`config.mk`:
```
export PLATFORM = sky130hd
export DESIGN_NAME = seg7_scan6
export DESIGN_NICKNAME = d
export VERILOG_FILES = /design/src/rtl/seg7_scan6.sv
export SDC_FILE = /design/constraint.sdc
export NUM_CORES = 1
export LEC_CHECK = 0
export BUFFER_PORTS_ARGS = -buffer_cell sky130_fd_sc_hd__buf_2
export CORE_AREA = 2 2 103 105
export DETAILED_ROUTE_END_ITERATION = 7
export DIE_AREA = 0 0 105 107
export GPL_ROUTABILITY_DRIVEN = 0
export PLACE_DENSITY_LB_ADDON = 0.08
export SLEW_MARGIN = 20
export SYNTH_ARGS = -nofsm -noshare
export SYNTH_HDL_FRONTEND = slang
export SYNTH_SLANG_ARGS = --single-unit
```
`constraint.sdc`:
```
create_clock -name clk -period 3.3 [get_ports clk]
set_clock_uncertainty 0.1 [all_clocks]
set_input_delay 0.33 -clock clk [delete_from_list [all_inputs] [get_ports clk]]
set_output_delay 0.33 -clock clk [all_outputs]
set_load 0.01 [all_outputs]
```
`src/rtl/seg7_scan6.sv`:
```
// seg7_scan6: six-digit multiplexed common-anode 7-segment driver
// with dead-time, frame snapshots, blinking, colon and hour LZB.
module seg7_scan6 #(
  parameter int SCAN_DIV     = 50000,
  parameter int DEAD         = 2,
  parameter int BLINK_FRAMES = 50
) (
  input  logic       clk,
  input  logic       reset,
  input  logic [7:0] hour,
  input  logic [7:0] min,
  input  logic [7:0] sec,
  input  logic [5:0] blink_mask,
  input  logic       colon,
  input  logic       lzb,
  output logic [5:0] an,
  output logic [6:0] seg,
  output logic       dp
);

  localparam int CW = $clog2(SCAN_DIV);
  localparam int FW = (BLINK_FRAMES > 1) ? $clog2(BLINK_FRAMES) : 1;

  logic [CW-1:0] cnt_q, cnt_d;
  logic [2:0]    idx_q, idx_d;
  logic [FW-1:0] fcnt_q, fcnt_d;
  logic          ph_q, ph_d;
  logic [23:0]   snap_q, snap_d;
  logic          pend_q, pend_d;
  logic [5:0]    an_q, an_d;
  logic [6:0]    seg_q, seg_d;
  logic          dp_q, dp_d;

  logic          slot_end;
  logic          frame_end;
  logic          in_dead;
  logic [3:0]    nib;
  logic [6:0]    dec;
  logic          blank;
  logic [7:0]    mask8;

  if (DEAD == 0) begin : g_nodead
    assign in_dead = 1'b0;
  end else begin : g_dead
    assign in_dead = cnt_q < CW'(DEAD);
  end

  assign slot_end  = cnt_q == CW'(SCAN_DIV - 1);
  assign frame_end = slot_end && (idx_q == 3'd5);
  assign mask8     = {2'b00, blink_mask};

  always_comb begin
    cnt_d  = slot_end ? '0 : cnt_q + CW'(1);
    idx_d  = idx_q;
    fcnt_d = fcnt_q;
    ph_d   = ph_q;
    snap_d = snap_q;
    pend_d = 1'b0;
    if (slot_end) begin
      idx_d = (idx_q == 3'd5) ? 3'd0 : idx_q + 3'd1;
    end
    if (frame_end) begin
      if (fcnt_q == FW'(BLINK_FRAMES - 1)) begin
        fcnt_d = '0;
        ph_d   = ~ph_q;
      end else begin
        fcnt_d = fcnt_q + FW'(1);
      end
    end
    // Load only at frame edges so no frame mixes old and new time
    if (frame_end || pend_q) begin
      snap_d = {hour, min, sec};
    end
  end

  always_comb begin
    nib = 4'h0;
    unique case (idx_q)
      3'd0:    nib = snap_q[23:20];
      3'd1:    nib = snap_q[19:16];
      3'd2:    nib = snap_q[15:12];
      3'd3:    nib = snap_q[11:8];
      3'd4:    nib = snap_q[7:4];
      3'd5:    nib = snap_q[3:0];
      default: nib = 4'h0;
    endcase
  end

  always_comb begin
    dec = 7'h3F;
    case (nib)
      4'd0:    dec = 7'h40;
      4'd1:    dec = 7'h79;
      4'd2:    dec = 7'h24;
      4'd3:    dec = 7'h30;
      4'd4:    dec = 7'h19;
      4'd5:    dec = 7'h12;
      4'd6:    dec = 7'h02;
      4'd7:    dec = 7'h78;
      4'd8:    dec = 7'h00;
      4'd9:    dec = 7'h10;
      default: dec = 7'h3F;
    endcase
  end

  assign blank = (ph_q && mask8[idx_q]) ||
                 ((idx_q == 3'd0) && lzb && (nib == 4'h0));

  always_comb begin
    an_d  = 6'h3F;
    seg_d = 7'h7F;
    dp_d  = 1'b1;
    if (!in_dead) begin
      an_d  = ~(6'b000001 << idx_q);
      seg_d = blank ? 7'h7F : dec;
      dp_d  = ~(colon && ((idx_q == 3'd1) || (idx_q == 3'd3)));
    end
  end

  always_ff @(posedge clk) begin
    if (reset) begin
      cnt_q  <= '0;
      idx_q  <= 3'd0;
      fcnt_q <= '0;
      ph_q   <= 1'b0;
      snap_q <= 24'h0;
      pend_q <= 1'b1;
      an_q   <= 6'h3F;
      seg_q  <= 7'h7F;
      dp_q   <= 1'b1;
    end else begin
      cnt_q  <= cnt_d;
      idx_q  <= idx_d;
      fcnt_q <= fcnt_d;
      ph_q   <= ph_d;
      snap_q <= snap_d;
      pend_q <= pend_d;
      an_q   <= an_d;
      seg_q  <= seg_d;
      dp_q   <= dp_d;
    end
  end

  assign an  = an_q;
  assign seg = seg_q;
  assign dp  = dp_q;

endmodule

```
# Yosys cells after proc, flatten, opt, wreduce, memory -nomap -nowiden

Memories as Yosys holds them, arrays and structs flattened. A register that Yosys moved wholly into a read port is not among the register bits.
Index checks and enable logic that the tools add are counted.

Output and inout port bits: 14
Logic and storage cells: 45
Input bits: 34
Memories kept: 1
Bits in read-only memories: 112
Bits in registers: 58

Memories:

| memory           | depth | width | rd ports | clocked after Yosys merged registers in | write ports | line | text |
|---|---|---|---|---|---|---|---|
| (name not given) | 16    | 7     | 1        | 1                                       | 0           | 91   | `case (nib)` |

Eq/ne operators: 7
Muxes and demuxes: 6
Bitwise gates (word level): 3
Order comparisons: 2
$add $sub $neg: 3
Shift operators: 1
Reductions and logical operators: 14

Operators with widths:

| kind                                                | number |
|---|---|
| case mux 4 bit (6 select lines)                     | 1 |
| adder 16 x 1 -> 16 bit, second input constant       | 1 |
| equality test 16 bit, second input constant         | 1 |
| < comparator 16 x 2 -> 1 bit, second input constant | 1 |
| adder 6 x 1 -> 6 bit, second input constant         | 1 |
| equality test 3 x 2 -> 1 bit, second input constant | 2 |
| equality test 3 bit, second input constant          | 2 |
| equality test 6 bit, second input constant          | 1 |
| 2-to-1 mux 6 bit                                    | 1 |
| inverter 6 bit                                      | 1 |
| << shifter 1 x 3 -> 6 bit, first input constant     | 1 |
| logical AND 1 bit                                   | 5 |
| logical NOT 4 bit                                   | 1 |
| < comparator 3 x 4 -> 1 bit, second input constant  | 1 |
| OR reduction 2 bit                                  | 2 |
| adder 3 x 1 -> 3 bit, second input constant         | 1 |
| binary-select mux 1 bit (select 3 bit)              | 1 |
| equality test 3 x 1 -> 1 bit, second input constant | 1 |
| logical NOT 3 bit                                   | 1 |
| logical OR 1 bit                                    | 3 |
| 2-to-1 mux 3 bit                                    | 1 |
| OR reduction 3 bit                                  | 1 |
| 2-to-1 mux 1 bit                                    | 2 |
| inverter 1 bit                                      | 2 |
| AND reduction 2 bit                                 | 1 |

# Logic depth before layout (Yosys ltp)

Gate-level depths: netlist of run 1.

Word-level depth: 6
Gate-level depth with buffers: 11
Depth with buffers taken out: 10

# Worst setup path after synthesis of run 1

OpenSTA, ideal clock, no wires.

Kind: register -> register
From: reg idx_q[0]
To: reg seg_q[0] (netlist: seg[0])
Buffers on the path: 2
Stages on the path, launching flop included: 9
Library setup time: 134 ps
Setup slack: 869 ps
Arrival time: 2197 ps
Cells stage by stage: dfxtp_1 > buf_1 > and2_1 > ha_1 > a222oi_1 > and2_0 > clkbuf_1 > and3_1 > o21ai_0

Cells in the longest elaborated chain, start to end: 6

RTL lines:

| what                                              | line | text |
|---|---|---|
| from (decl)                                       | 25   | `logic [2:0] idx_q, idx_d;` |
| from (signal assigned)                            | 133  | `idx_q <= idx_d;` |
| equality test 3 bit, or another cell as far along | 78   | `unique case (idx_q)` |
| case mux 4 bit (6 select lines)                   | 78   |  |
| logical NOT 4 bit                                 | 107  | `((idx_q == 3'd0) && lzb && (nib == 4'h0));` |
| logical AND 1 bit                                 | 107  |  |
| logical OR 1 bit                                  | 106  | `assign blank = (ph_q && mask8[idx_q]) \|\|` |
| OR reduction 3 bit (no source line)               | n/a  |  |
| to (decl)                                         | 31   | `logic [6:0] seg_q, seg_d;` |

Parallel ways exist; a longest one is shown, timed or not. The select of a mux whose other input is x is not followed.
A chain may end at the register's enable or synchronous reset.

# Final worst setup path of run 1

From: reg idx_q[2]
To: reg seg_q[3] (netlist: seg[3])

The elaborated chain is that of the path after synthesis.

==> results_dict.tcl, run 1 <==
set metrics [dict create \
    status "completed" \
    slew_violations 0 \
    vdd_drop_max_mv 0.179 \
    synth_nets 387 \
    cts.sinks 65 \
    critPathArrivalTime_ps 2930 \
    synth_top_area_share 0.439 \
    worstMarginPinSlew_ps 702 \
    critPathMaxFanout 12 \
    diodes 0 \
    routed_wirelength_microns 7310 \
    cts_tree "built" \
    setup_viol 0 \
    reg2reg_slack_ps 480 \
    core_sq_mm 0.0101 \
    final_cell_mix "dfxtp_1 (65), nand2_1 (62), buf_2 (47)" \
    yosys_warnings 0 \
    synthArstFlopShare 0 \
    yosys.area.top_type "dfxtp_1" \
    cp.required_ps 3410 \
    p_leak_nw 1.38 \
    cts_resized 0 \
    start_util 0.294 \
    grt_busiest_layer "met2" \
    grt_max_degree 33 \
    final.setup.tns_ps 0 \
    wl_per_cell_microns 13.8 \
    numCtsBuffers 9 \
    cp_cell_sequence "inv_1 -> ha_1 -> a222oi_1 -> o21a_1 -> inv_1 -> ha_1 -> inv_1 -> a21oi_1 -> a211oi_1 -> o21ai_0" \
    grt_pass1_vias 2454 \
    grt_util_all_layers 0.140 \
    die-area_sq_mm 0.0112 \
    hpwl_microns 5320 \
    worst-path-buf-inv 3 \
    maxCapViolCount 0 \
    htreeDepth 3 \
    whs_ps 118 \
    viasPerCell 4.64 \
    grt_use_met2 0.215 \
    grt-ovfl-total 0 \
    ys.flop_type "dfxtp_1" \
    cts_root_buf "clkbuf_8" \
    dr.first_iter.drc_count 101 \
    end_kind "register" \
    criticalPathCategory "register to register" \
    min_period_over_period 0.856 \
    max-slew-margin-rel 0.532 \
    num_vias 2455 \
    clk_path_buf_depth 2 \
    synth_area_leaders "dfxtp_1 (44%), nand2_1 (7.9%), a21oi_1 (5.4%)" \
    fmax_mhz 354 \
    ant_nets 0 \
    period_needed_ps 2820 \
    num_io_pins 48 \
    hp-class "input port to register" \
    clkTransAtPathRegs_ps 70 \
    layout-drive-gt1-share 0.206 \
    port_buffers 47 \
    synth_area_sq_mm 0.00296 \
    synth_cells 344 \
    max_stage_delay_ps 560 \
    die_y_microns 107 \
    rsz0062_at_grt "no" \
    critPathTopFamily "compound AO/OA/AOI/OAI gates" \
    cellPowerDensity_mw_per_mm2 462 \
    met3_usage 0.0316 \
    final_hold_viol_count 0 \
    dr.pass1.iters 4 \
    rows 37 \
    met1_usage 0.189 \
    ys_ff_latch 65 \
    crit_top_cell "inv_1" \
    clock_latency_ps 330 \
    cp-start-kind "register" \
    holdBufCountCts 0 \
    die_w_microns 105 \
    cp_slowest_cell "dfxtp_1" \
    syn_to_final_growth_pct 18.4 \
    mostFrequentLayoutCell "dfxtp_1" \
    yosysSeqAreaShare 0.439 \
    antenna_found_initial 0 \
    post_cts_buffers 0 \
    syn_avg_cell_area_sq_um 8.61 \
    final_nets 431 \
    grt_pass1_wl_microns 12400 \
    ys_types 48 \
    synth_enable_flop_cells 0 \
    drc_errors 0 \
]
[area by class of cell]
class | count | area, sq um
sequential | 65 | 1300
inverter | 9 | 33.8
clock inverter | 3 | 40.0
tap | 136 | 170
timing repair buffer | 50 | 258
fill | 1137 | 6580
multi-input combinational | 253 | 1560
clock buffer | 13 | 149
[flip-flops by register name, indices dropped and copies added, names as in the netlist]
register  flops
an            6
cnt_q        16
dp            1
fcnt_q        6
idx_q         3
pend_q        1
ph_q          1
seg           7
snap_q       24
[layer usage]
layer	up-vias	routed length [microns]
met2	46	3230
met4	0	67
met1	1125	3750
li1	1280	-
met5	-	0
met3	4	266
[worst paths after layout]
| check | startpoint | end | cells after the start |
|---|---|---|---|
| hold / removal | colon | dp$_SDFF_PP1_ | 2 |
| setup reg to reg | idx_q[2]$_SDFFE_PP0N_ | seg[3]$_SDFF_PP1_ | 10 |
| hold reg to reg | snap_q[3]$_SDFFE_PP0P_ | snap_q[3]$_SDFFE_PP0P_ | 2 |
| setup / recovery | idx_q[2]$_SDFFE_PP0N_ | seg[3]$_SDFF_PP1_ | 10 |
[synth_stat cells (2+ instances only)]
library cell,count
nor3_1,5
and2_1,4
and4_1,2
o21ai_0,2
a222oi_1,4
ha_1,9
inv_1,9
buf_1,2
a31o_2,2
nand3_1,17
a21oi_1,32
and3_1,2
a21boi_0,2
xor2_1,9
o21a_1,3
xnor2_1,11
nor2b_1,6
nor2_1,31
nand2_1,62
clkbuf_1,9
a31oi_1,2
nand4_1,11
buf_6,2
buf_2,3
o21ai_1,2
nor4_4,2
a32oi_1,3
mux2_2,7
nor4_1,4
a211oi_1,3
dfxtp_1,65
[per-stage QoR]
stage / total power [mW] / instance area (sq um) / worst slack [ps] / cells / utilization
after global placement: 0.977 / 3310 / 636 / 513 / 0.328
after global routing: 1.71 / 3510 / 188 / 529 / 0.348
after CTS: 1.65 / 3510 / 487 / 529 / 0.348
final: 1.62 / 3510 / 475 / 529 / 0.348
after floorplan: 0.926 / 2960 / 869 / 344 / -
after detailed placement: 0.976 / 3320 / 505 / 513 / 0.329
[report_power, final]
group          internal, mW  switching, mW  total [mW]
Clock                 0.368          0.295       0.663
Sequential            0.812         0.0160       0.828
Combinational        0.0566         0.0727       0.129
[worst reg2reg max path: stages, from the launching register on]
cell      delay, ps
dfxtp_1         560
inv_1           240
ha_1            350
a222oi_1        380
o21a_1          300
inv_1           100
ha_1            300
inv_1            70
a21oi_1          40
a211oi_1        170
o21ai_0          90
[kinds of logic (layout without fill, tap and decap cells)]
family / after synthesis / after routing / synth area share
flip-flops: 65 / 65 / 0.439
adder cells (fa/ha/maj): 9 / 9 / 0.0380
AND/OR/NAND/NOR: 157 / 157 / 0.269
buffers and inverters: 26 / 75 / 0.0405
XOR/XNOR: 20 / 20 / 0.0591
AO/OA/AOI/OAI: 60 / 60 / 0.127
multiplexers: 7 / 7 / 0.0266
Note: power is estimated with default switching activity, not from simulation.
==> run 2: changes to the inputs <==
==> constraint.sdc (replaced) <==
create_clock -name clk -period 3.1 [get_ports clk]
set_clock_uncertainty 0.1 [all_clocks]
set_input_delay 0.31 -clock clk [delete_from_list [all_inputs] [get_ports clk]]
set_output_delay 0.31 -clock clk [all_outputs]
set_load 0.01 [all_outputs]
==> results_dict.tcl, run 2 (same netlist as run 1, synthesis figures left out) <==
set metrics [dict create \
    post_cts_buffers 0 \
    end_kind "register" \
    grt_pass1_wl_microns 12000 \
    grt_util_all_layers 0.135 \
    critPathMaxFanout 14 \
    grt_use_met2 0.208 \
    cts.sinks 65 \
    criticalPathCategory "register to register" \
    hp-class "input port to register" \
    cts_root_buf "clkbuf_8" \
    final_nets 436 \
    core_sq_mm 0.0101 \
    clkTransAtPathRegs_ps 80 \
    die-area_sq_mm 0.0112 \
    setup_viol 0 \
    grt_max_degree 33 \
    p_leak_nw 1.39 \
    final_hold_viol_count 0 \
    multi_input_area_sq_mm 0.00155 \
    maxCapViolCount 0 \
    slew_violations 0 \
    fmax_mhz 374 \
    grt_pass1_vias 2436 \
    final.setup.tns_ps 0 \
    grt_busiest_layer "met2" \
    diodes 0 \
    syn_to_final_growth_pct 19.6 \
    final_cell_mix "dfxtp_1 (65), nand2_1 (62), buf_2 (47)" \
    cts_tree "built" \
    numCtsBuffers 9 \
    die_w_microns 105 \
    cp_cell_sequence "nor2b_1 -> a22oi_1 -> o21a_1 -> ha_1 -> nand4_1 -> nand3_1 -> a211oi_1 -> o21ai_0" \
    drc_errors 0 \
    start_util 0.294 \
    grt-ovfl-total 0 \
    worstMarginPinSlew_ps 654 \
    holdBufCountCts 0 \
    largest_reg_flops 24 \
    htreeDepth 3 \
    cts_resized 0 \
    ant_nets 0 \
    nFillCells 1091 \
    wl_per_cell_microns 13.6 \
    mostFrequentLayoutCell "dfxtp_1" \
    cp-start-kind "register" \
    dr.pass1.iters 4 \
    rows 37 \
    rsz0062_at_grt "no" \
    vdd_drop_max_mv 0.169 \
    hpwl_microns 5330 \
    min_period_over_period 0.863 \
    layout-drive-gt1-share 0.224 \
    max-slew-margin-rel 0.564 \
    status "completed" \
    max_stage_delay_ps 640 \
    period_needed_ps 2680 \
    cp.required_ps 3210 \
    die_y_microns 107 \
    regMostFlops "snap_q" \
    clk_path_buf_depth 2 \
    whs_ps 89.5 \
    port_buffers 47 \
    met3_usage 0.0456 \
    viasPerCell 4.65 \
    register_area_sq_mm 0.00130 \
    met1_usage 0.178 \
    dr.first_iter.drc_count 68 \
    cellPowerDensity_mw_per_mm2 488 \
    num_vias 2483 \
    critPathTopFamily "compound AO/OA/AOI/OAI gates" \
    num_io_pins 48 \
    cp_slowest_cell "dfxtp_1" \
    clock_latency_ps 330 \
    utilization 0.351 \
    antenna_found_initial 0 \
    routed_wirelength_microns 7260 \
    critPathArrivalTime_ps 2780 \
    worst-path-buf-inv 0 \
]
[run 2: changes by cell type in the layout (fill, tap and decap cells not counted), sizes merged]
cell / delta
clkinv: +1
buf: +5
clkinvlp: +3
clkbuf: -4
[run 2: worst paths after layout]
| path | from | end | slack [ps] | cells after the start |
|---|---|---|---|---|
| setup / recovery | idx_q[0]$_SDFFE_PP0N_ | seg[0]$_SDFF_PP1_ | 420 | 8 |
| hold / removal | colon | dp$_SDFF_PP1_ | 90 | 2 |
| setup reg to reg | idx_q[0]$_SDFFE_PP0N_ | seg[0]$_SDFF_PP1_ | 420 | 8 |
| hold reg to reg | snap_q[5]$_SDFFE_PP0P_ | snap_q[5]$_SDFFE_PP0P_ | 350 | 2 |
[run 2: metal layers]
layer / vias to the layer above / share of wire
met1: 1127 / 0.50
met4: 0 / 0.0073
met2: 62 / 0.44
li1: 1288 / -
met5: - / 0
met3: 6 / 0.051
[run 2: metrics by stage]
step                      std cells  area, sq um  setup WS (ps)  power, mW
after floorplan                 344         2960            669      0.986
after global placement          518         3350            465       1.04
after detailed placement        518         3350            397       1.04
after CTS                       534         3540            397       1.76
after global routing            534         3540            198       1.83
final                           534         3540            425       1.73
[run 2: power by group]
group | leakage [nW] | internal (mW) | total (mW) | switching, mW
Sequential | 0.530 | 0.863 | 0.880 | 0.0161
Combinational | 0.772 | 0.0618 | 0.139 | 0.0771
Clock | 0.0912 | 0.369 | 0.712 | 0.343
Total | 1.39 | 1.29 | 1.73 | 0.436
[run 2: cell type report]
type | count | share of cell area
tap | 136 | 0.0480
sequential | 65 | 0.367
timing repair buffer | 55 | 0.0833
multi-input combinational | 253 | 0.437
clock buffer | 9 | 0.0350
clock inverter | 7 | 0.0201
inverter | 9 | 0.00953
==> run 3: changes to the inputs <==
--- a/config.mk
+++ b/config.mk
@@ -6,9 +6,9 @@
 export NUM_CORES = 1
 export LEC_CHECK = 0
 export BUFFER_PORTS_ARGS = -buffer_cell sky130_fd_sc_hd__buf_2
-export CORE_AREA = 2 2 103 105
+export CORE_AREA = 8 8 109 111
 export DETAILED_ROUTE_END_ITERATION = 7
-export DIE_AREA = 0 0 105 107
+export DIE_AREA = 0 0 117 119
 export GPL_ROUTABILITY_DRIVEN = 0
 export PLACE_DENSITY_LB_ADDON = 0.08
 export SLEW_MARGIN = 20
==> results_dict.tcl, run 3 (same netlist as run 1, synthesis figures left out) <==
set metrics [dict create \
    vdd_drop_max_mv 0.179 \
    clock_latency_ps 340 \
    cp.required_ps 3220 \
    maxCapViolCount 0 \
    ant_nets 0 \
    min_period_over_period 0.861 \
    criticalPathCategory "register to register" \
    cp-start-kind "register" \
    critPathArrivalTime_ps 2790 \
    largest_reg_flops 24 \
    dr.pass1.iters 4 \
    grt_pass1_vias 2500 \
    rows 37 \
    numCtsBuffers 9 \
    whs_ps 71.7 \
    period_needed_ps 2670 \
    num_vias 2468 \
    dr.first_iter.drc_count 112 \
    cellPowerDensity_mw_per_mm2 494 \
    viasPerCell 4.65 \
    port_buffers 47 \
    end_kind "register" \
    p_leak_nw 1.39 \
    place_area_sq_mm 0.00333 \
    max-slew-margin-rel 0.559 \
    utilization 0.349 \
    final_hold_viol_count 0 \
    antenna_found_initial 0 \
    setup_viol 0 \
    start_util 0.294 \
    slew_violations 0 \
    hpwl_microns 5620 \
    grt_pass1_wl_microns 12500 \
    die_y_microns 119 \
    die-area_sq_mm 0.0139 \
    regMostFlops "snap_q" \
    cts.sinks 65 \
    htreeDepth 3 \
    post_cts_buffers 0 \
    holdBufCountCts 0 \
    routed_wirelength_microns 7550 \
    cts_root_buf "clkbuf_8" \
    clkTransAtPathRegs_ps 70 \
    dp_cells 515 \
    wl_per_cell_microns 14.2 \
    critPathMaxFanout 14 \
    mostFrequentLayoutCell "dfxtp_1" \
    final_nets 433 \
    core_sq_mm 0.0101 \
    cts_resized 0 \
    final.setup.tns_ps 0 \
    cts_tree "built" \
    layout.cells.non_filler 531 \
    grt_max_degree 33 \
    status "completed" \
    rsz0062_at_grt "no" \
    final_cell_mix "dfxtp_1 (65), nand2_1 (62), buf_2 (47)" \
    grt-ovfl-total 0 \
    diodes 0 \
    fmax_mhz 375 \
    clk_path_buf_depth 2 \
    drc_errors 0 \
    grt_util_all_layers 0.114 \
    num_io_pins 48 \
    die_w_microns 117 \
    hp-class "input port to register" \
    syn_to_final_growth_pct 18.8 \
    fin_area_sq_mm 0.00352 \
    layout-drive-gt1-share 0.218 \
    worstMarginPinSlew_ps 655 \
]
run 3: cell count changes in the layout (fill, tap and decap cells not counted), sizes merged:
| cell | change |
|---|---|
| clkinvlp | -2 |
| buf | -3 |
| clkbuf | +1 |
| clkinv | +1 |
run 3: stage by stage:
step | power, mW | worst slack, ps
2_1_floorplan | 0.986 | 669
3_3_place_gp | 1.04 | 423
3_5_place_dp | 1.04 | 441
4_1_cts | 1.77 | 425
5_1_grt | 1.82 | 140
6_report | 1.74 | 431
run 3: critical path: stages (launching register included):
cell,delay (ps)
dfxtp_1,630
and2_1,200
ha_1,320
a222oi_1,160
and2_1,250
ha_1,230
nand4_1,100
nand3_1,170
a211oi_1,280
o21ai_0,100
run 3: cell type report:
class	instances	area (sq um)
Fill cell	1106	6570
Multi-Input combinational cell	253	1550
Sequential cell	65	1300
Timing Repair Buffer	52	273
Tap cell	136	170
Clock buffer	10	138
Clock inverter	6	57.6
Inverter	9	33.8
run 3: routing by layer:
layer | track usage | part of all wire | up-vias
met2 | 0.170 | 0.43 | 51
met5 | 0 | 0 | -
met3 | 0.0298 | 0.058 | 10
li1 | - | - | 1291
met4 | 0.0584 | 0.020 | 0
met1 | 0.148 | 0.49 | 1116
run 3: where the power goes:
part	switching [mW]	internal (mW)	total, mW
registers	0.0164	0.864	0.880
logic	0.0771	0.0609	0.138
clock network	0.335	0.387	0.723
run 3: final timing paths:
path                                from                      to  slack (ps)  cells past startpoint
setup / recovery   idx_q[0]$_SDFFE_PP0N_       seg[0]$_SDFF_PP1_         430                      9
hold / removal                     colon           dp$_SDFF_PP1_          70                      2
hold reg to reg   snap_q[5]$_SDFFE_PP0P_  snap_q[5]$_SDFFE_PP0P_         350                      2
setup reg to reg   idx_q[0]$_SDFFE_PP0N_       seg[0]$_SDFF_PP1_         430                      9
